--- src/rtl/dlatch_bank.sv ---
// Clocked bank of gated latch channels with per-channel gates and a snapshot serial scan-out.
// Optional change-detect pulses on chg are built only when DLATCH_BANK_CHG_EN is defined.
//
// state   | meaning
// --------+------------------------------------------------------------
// S_IDLE  | no scan in progress; scan_start takes a snapshot of q
// S_SHIFT | snapshot shifting out LSB first, one bit per cycle
module dlatch_bank #(
    parameter int WIDTH         = 8,
    parameter int CHANNELS      = 4,
    parameter bit EN_ACTIVE_LOW = 1'b0
) (
    input  logic                      clk,
    input  logic                      rst,
    input  logic [CHANNELS*WIDTH-1:0] d,
    input  logic [CHANNELS-1:0]       en,
    output logic [CHANNELS*WIDTH-1:0] q,
    output logic [CHANNELS*WIDTH-1:0] q_n,
    input  logic                      scan_start,
    output logic                      scan_busy,
    output logic                      scan_out,
    output logic                      scan_done
`ifdef DLATCH_BANK_CHG_EN
    ,
    output logic [CHANNELS-1:0]       chg
`endif
);

    localparam int N     = CHANNELS * WIDTH;
    localparam int CNT_W = (N > 1) ? $clog2(N) : 1;
    localparam logic [CNT_W-1:0] CNT_LAST = CNT_W'(N - 1);

    typedef enum logic {
        S_IDLE,
        S_SHIFT
    } state_t;

    state_t            state;
    state_t            state_nxt;
    logic [N-1:0]      q_reg;
    logic [N-1:0]      shadow;
    logic [CNT_W-1:0]  cnt;
    logic [CHANNELS-1:0] gate;
    logic              start_acc;
    logic              shift_last;

    assign gate = EN_ACTIVE_LOW ? ~en : en;

    always_ff @(posedge clk) begin
        if (rst) begin
            q_reg <= '0;
        end else begin
            for (int c = 0; c < CHANNELS; c++) begin
                if (gate[c]) begin
                    q_reg[c*WIDTH +: WIDTH] <= d[c*WIDTH +: WIDTH];
                end
            end
        end
    end

    // q and q_n both come straight off q_reg so they can never disagree.
    assign q   = q_reg;
    assign q_n = ~q_reg;

    always_ff @(posedge clk) begin
        if (rst) begin
            state <= S_IDLE;
        end else begin
            state <= state_nxt;
        end
    end

    always_comb begin
        state_nxt  = state;
        start_acc  = 1'b0;
        shift_last = 1'b0;
        case (state)
            S_IDLE: begin
                if (scan_start) begin
                    state_nxt = S_SHIFT;
                    start_acc = 1'b1;
                end
            end
            S_SHIFT: begin
                if (cnt == CNT_LAST) begin
                    state_nxt  = S_IDLE;
                    shift_last = 1'b1;
                end
            end
            default: state_nxt = S_IDLE;
        endcase
    end

    // Snapshot takes the pre-capture q, so captures on the start edge are not in the stream.
    always_ff @(posedge clk) begin
        if (rst) begin
            shadow    <= '0;
            cnt       <= '0;
            scan_done <= 1'b0;
        end else begin
            scan_done <= shift_last;
            if (start_acc) begin
                shadow <= q_reg;
                cnt    <= '0;
            end else if (state == S_SHIFT) begin
                shadow <= shadow >> 1;
                cnt    <= cnt + CNT_W'(1);
            end
        end
    end

    assign scan_busy = (state == S_SHIFT);
    assign scan_out  = (state == S_SHIFT) & shadow[0];

`ifdef DLATCH_BANK_CHG_EN
    always_ff @(posedge clk) begin
        if (rst) begin
            chg <= '0;
        end else begin
            for (int c = 0; c < CHANNELS; c++) begin
                chg[c] <= gate[c] && (d[c*WIDTH +: WIDTH] != q_reg[c*WIDTH +: WIDTH]);
            end
        end
    end
`endif

endmodule

--- config.mk ---
export PLATFORM = sky130hd
export DESIGN_NAME = dlatch_bank
export DESIGN_NICKNAME = d
export VERILOG_FILES = /design/src/rtl/dlatch_bank.sv
export SDC_FILE = /design/constraint.sdc
export NUM_CORES = 1
export LEC_CHECK = 0
export ABC_AREA = 0
export CORE_MARGIN = 3
export CORE_UTILIZATION = 45
export DETAILED_ROUTE_END_ITERATION = 8
export DONT_BUFFER_PORTS = 1
export MAX_ROUTING_LAYER = met4
export PLACE_DENSITY = 0.65
export SYNTH_ARGS = -nofsm -noshare
export SYNTH_HDL_FRONTEND = slang
export SYNTH_SLANG_ARGS = --single-unit
--- constraint.sdc ---
create_clock -name clk -period 1.4 [get_ports clk]
set_clock_uncertainty 0.05 [all_clocks]
set_input_delay 0.14 -clock clk [delete_from_list [all_inputs] [get_ports clk]]
set_output_delay 0.14 -clock clk [all_outputs]
set_load 0.02 [all_outputs]
==> After elaboration in Yosys (flattened, before gate mapping) <==
Cells that the tools add are included.
{ "classes": {"n_addsub": 1, "mul": 0, "div_mod_pow": 0, "magnitude_cmp": 0, "n_eq_ne": 1, "shifts": 0, "n_mux": 7, "n_bitwise": 3, "reduce_logical": 3} }
{ "ops": {"columns": ["cell", "count"], "rows": [
  ["two-way mux 32 bit", 2],
  ["NOT 32 bit", 1],
  ["adder 5 x 1 -> 5 bit (second input constant)", 1],
  ["equality test 5 bit (second input constant)", 1],
  ["two-way mux 1 bit", 4],
  ["OR reduction 2 bit", 2],
  ["one-hot mux 1 bit (2 select lines)", 1],
  ["nonzero test 2 bit", 1],
  ["bitwise AND 1 bit", 1],
  ["NOT 1 bit", 1]
]} }
{ "word_totals": {"reg_bits": 71, "latch_bits": 0, "mem_bits_rw": 0, "rom_bits": 0, "input_bits": 39, "output_inout_bits": 67, "wordCells": 23, "memories": 0} }

==> Longest topological paths before layout <==
{ "depth": {"ltp_word": 3, "depth_mapped": 5, "depth_no_buf": 5} }

==> Worst setup path before layout <==
OpenSTA, ideal clock, no wires.
{ "synth_timing": {"kind": "flip-flop to flip-flop", "startpoint": "reg cnt[0]", "endpoint": "reg state, in the netlist scan_busy", "setup_ns": 0.065, "arrival_ns": 1.185, "path_slack_ns": 0.100, "stages_incl_launch_ff": 6, "path_buffers": 0, "synth_period_minus_slack_ns": 1.300, "cell_sequence": "dfxtp_1 -> ha_1 -> and3_1 -> ha_1 -> mux2_2 -> nor2_1"} }
{ "synth_via": {"elab_chain_len": 3} }
{ "synth_rtl": {"columns": ["item", "line_no", "text"], "rows": [
  ["from (decl)", "42", "logic [CNT_W-1:0] cnt;"],
  ["from (signal assigned)", "107", "cnt <= cnt + CNT_W'(1);"],
  ["equality test 5 bit", "85", "if (cnt == CNT_LAST) begin"],
  ["two-way mux 1 bit", "85", null],
  ["one-hot mux 1 bit (2 select lines)", "77", "case (state)"],
  ["to (signal assigned)", "69", "state <= state_nxt;"],
  ["to (decl)", "38", "state_t state;"]
]} }
No other way between the ends.
A chain may end at the register's enable or synchronous reset.

==> impl_metrics.toml <==
[logic_synthesis]
ys_seq_area_frac = 0.445
netlist.area_leader.share = 0.445
ys_warn_count = 0
ys_ff_latch = 71
synth_cell_types = 23
syn_avg_cell_area_sq_um = 10.3
syn_inst = 311
syn_nets = 353
syn_area_sq_mm = 0.00319
synthTopCellsByArea = "dfxtp_1, mux2i_1, mux2_4, nor2_1, inv_1"
yosysTopAreaCell = "dfxtp_1"

[sta]
tightest_slew_ns = 0.334
hold_viol_final = 0
rsz0062_at_grt = "false"
whs_ns = 0.0394
setup-tns-final_ns = 0
post-route-min-period_ns = 1.34
timing.final.crit_share = 0.959
slew_headroom = 0.777
slew_violations = 0
max_freq_ghz = 0.745
setup_viol = 0

[clocking]
cts_buffers = 9
insertion_delay_ns = 0.33
cts.htree.levels = 3
cts.sinks = 71
clock_path_buffers = 2
clk_pin_slew_ns = 0.07
root_buffer = "clkbuf_8"
tritoncts = "built"

[global_routing]
grt_pass1_wl_mm = 10.5
grt_max_degree = 55
antenna_found_initial = 0
overflow = 0
grt_pass1_vias = 2176
grt_use_total = 0.165

[placed_design]
place_congestion = 0.699
io_buffers = 0
dp_hpwl_mm = 3.61

[layout]
antennaDiodeCount = 0
final_cell_mix = "nor2_1, mux2i_1, dlygate4sd3_1, dfxtp_1, inv_1"
layout-drive-gt1-share = 0.240
nNetsFinal = 396
register_area_sq_mm = 0.00146
final_common_cell = "nor2_1"
syn_to_final_growth_pct = 24.5
multiInputGateArea_sq_mm = 0.00151
nFillCells = 592

[critical_path]
crit_path_end_kind = "flip-flop"
required_ns = 1.57
start_kind = "flip-flop"
cp.arrival_ns = 1.51
crit_path_max_fanout = 4
critical_path_class = "flip-flop to flip-flop"

[power_and_ir_drop]
leakage_nw = 1.77
ir_worst_vdd_v = 0.000831
finalPower_mw = 4.55
power_density_mw_per_mm2 = 1140

[die]
ios = 106
die_y_microns = 90.2
dieArea_sq_mm = 0.00814
core_area_sq_mm = 0.00683
start_util = 0.467
rows = 30
chipWidth_microns = 90.2

[detailed_routing]
wl_met1_mm = 2.91
routed.top_layer = "met4"
ant_nets = 0
dr_wl_met3_microns = 373
first_pass_iters = 6
num_vias = 2212
vias_per_cell = 4.86
wirelength_mm = 6.39
met2_length_mm = 3.05
drt-initial-drc-count = 79
drc_errors = 0
wl_per_cell_microns = 14.1

[run_status]
status = "finished, final reports clean"

[run]
maxCapViolCount = 0

[hold_path]
hold_class = "input pin to flip-flop"
==> cells by family after synthesis <==
kind of cell,after synthesis,share of synthesized area
AO/OA/AOI/OAI,7,0.0125
flip-flops,71,0.445
adder cells (fa/ha/maj),3,0.0118
XOR/XNOR,1,0.00274
multiplexers,96,0.342
buffers and inverters,55,0.0855
AND/OR/NAND/NOR,78,0.100
==> timing repair <==
action,CTS,global route
gates resized for setup,0,32
endpoints found under the setup margin,0,32
hold buffers,49,1
hold endpoints to repair,71,1
setup buffers,0,0
==> cell type report <==
cell class / instances / share of cell area
Multi-Input combinational cell: 185 / 0.379
Timing Repair Buffer: 53 / 0.137
Inverter: 34 / 0.0321
Tap cell: 96 / 0.0302
Clock buffer: 12 / 0.0416
Clock inverter: 4 / 0.0132
Sequential cell: 71 / 0.367
==> per-stage QoR <==
stage,cell area [sq um],worst slack (ns),util,cells
after global placement,3210,0.0760,0.470,390
after global routing,3970,0.00674,0.582,455
after detailed placement,3210,0.0280,0.470,390
final,3970,0.0573,0.582,455
after CTS,3930,0.0130,0.575,455
after floorplan,3190,0.0999,-,311
==> critical path: stages, from the launching register on <==
cell	delay, ns
dfxtp_2	0.37
mux2i_1	0.17
dlygate4sd3_1	0.60
nor2_1	0.04
==> layer usage <==
metal | vias to the layer above | track usage
met5 | - | -
met4 | 0 | 0.0612
met3 | 9 | 0.0552
met2 | 79 | 0.258
met1 | 1036 | 0.200
li1 | 1088 | -
==> synth_stat cells <==
master / count
buf_2: 6
and2_1: 1
dfxtp_1: 71
nand3_1: 1
o21a_1: 1
xor2_1: 1
nor2_1: 68
mux2_4: 24
nand2_1: 1
buf_12: 2
a211oi_1: 1
inv_1: 34
mux2i_1: 64
ha_1: 3
buf_6: 2
buf_4: 3
nor3b_1: 4
a21oi_1: 5
and3_1: 1
clkbuf_1: 8
nor3_1: 1
and3b_1: 1
mux2_2: 8
==> final timing paths <==
path                            cells past startpoint  slack [ns]   endpoint       start
worst min register to register                      2        0.45  shadow[4]   shadow[5]
worst min-delay path                                3        0.04  shadow[9]  scan_start
worst max register to register                      3        0.06      q[17]       q[17]
worst max-delay path                                3        0.06      q[17]       q[17]
==> report_power, final <==
group / internal, mW / switching, mW / total [mW]
registers: 2.12 / 0.153 / 2.28
clock network: 0.969 / 0.749 / 1.72
logic: 0.311 / 0.244 / 0.556
Power figures use the tool's default switching activity.
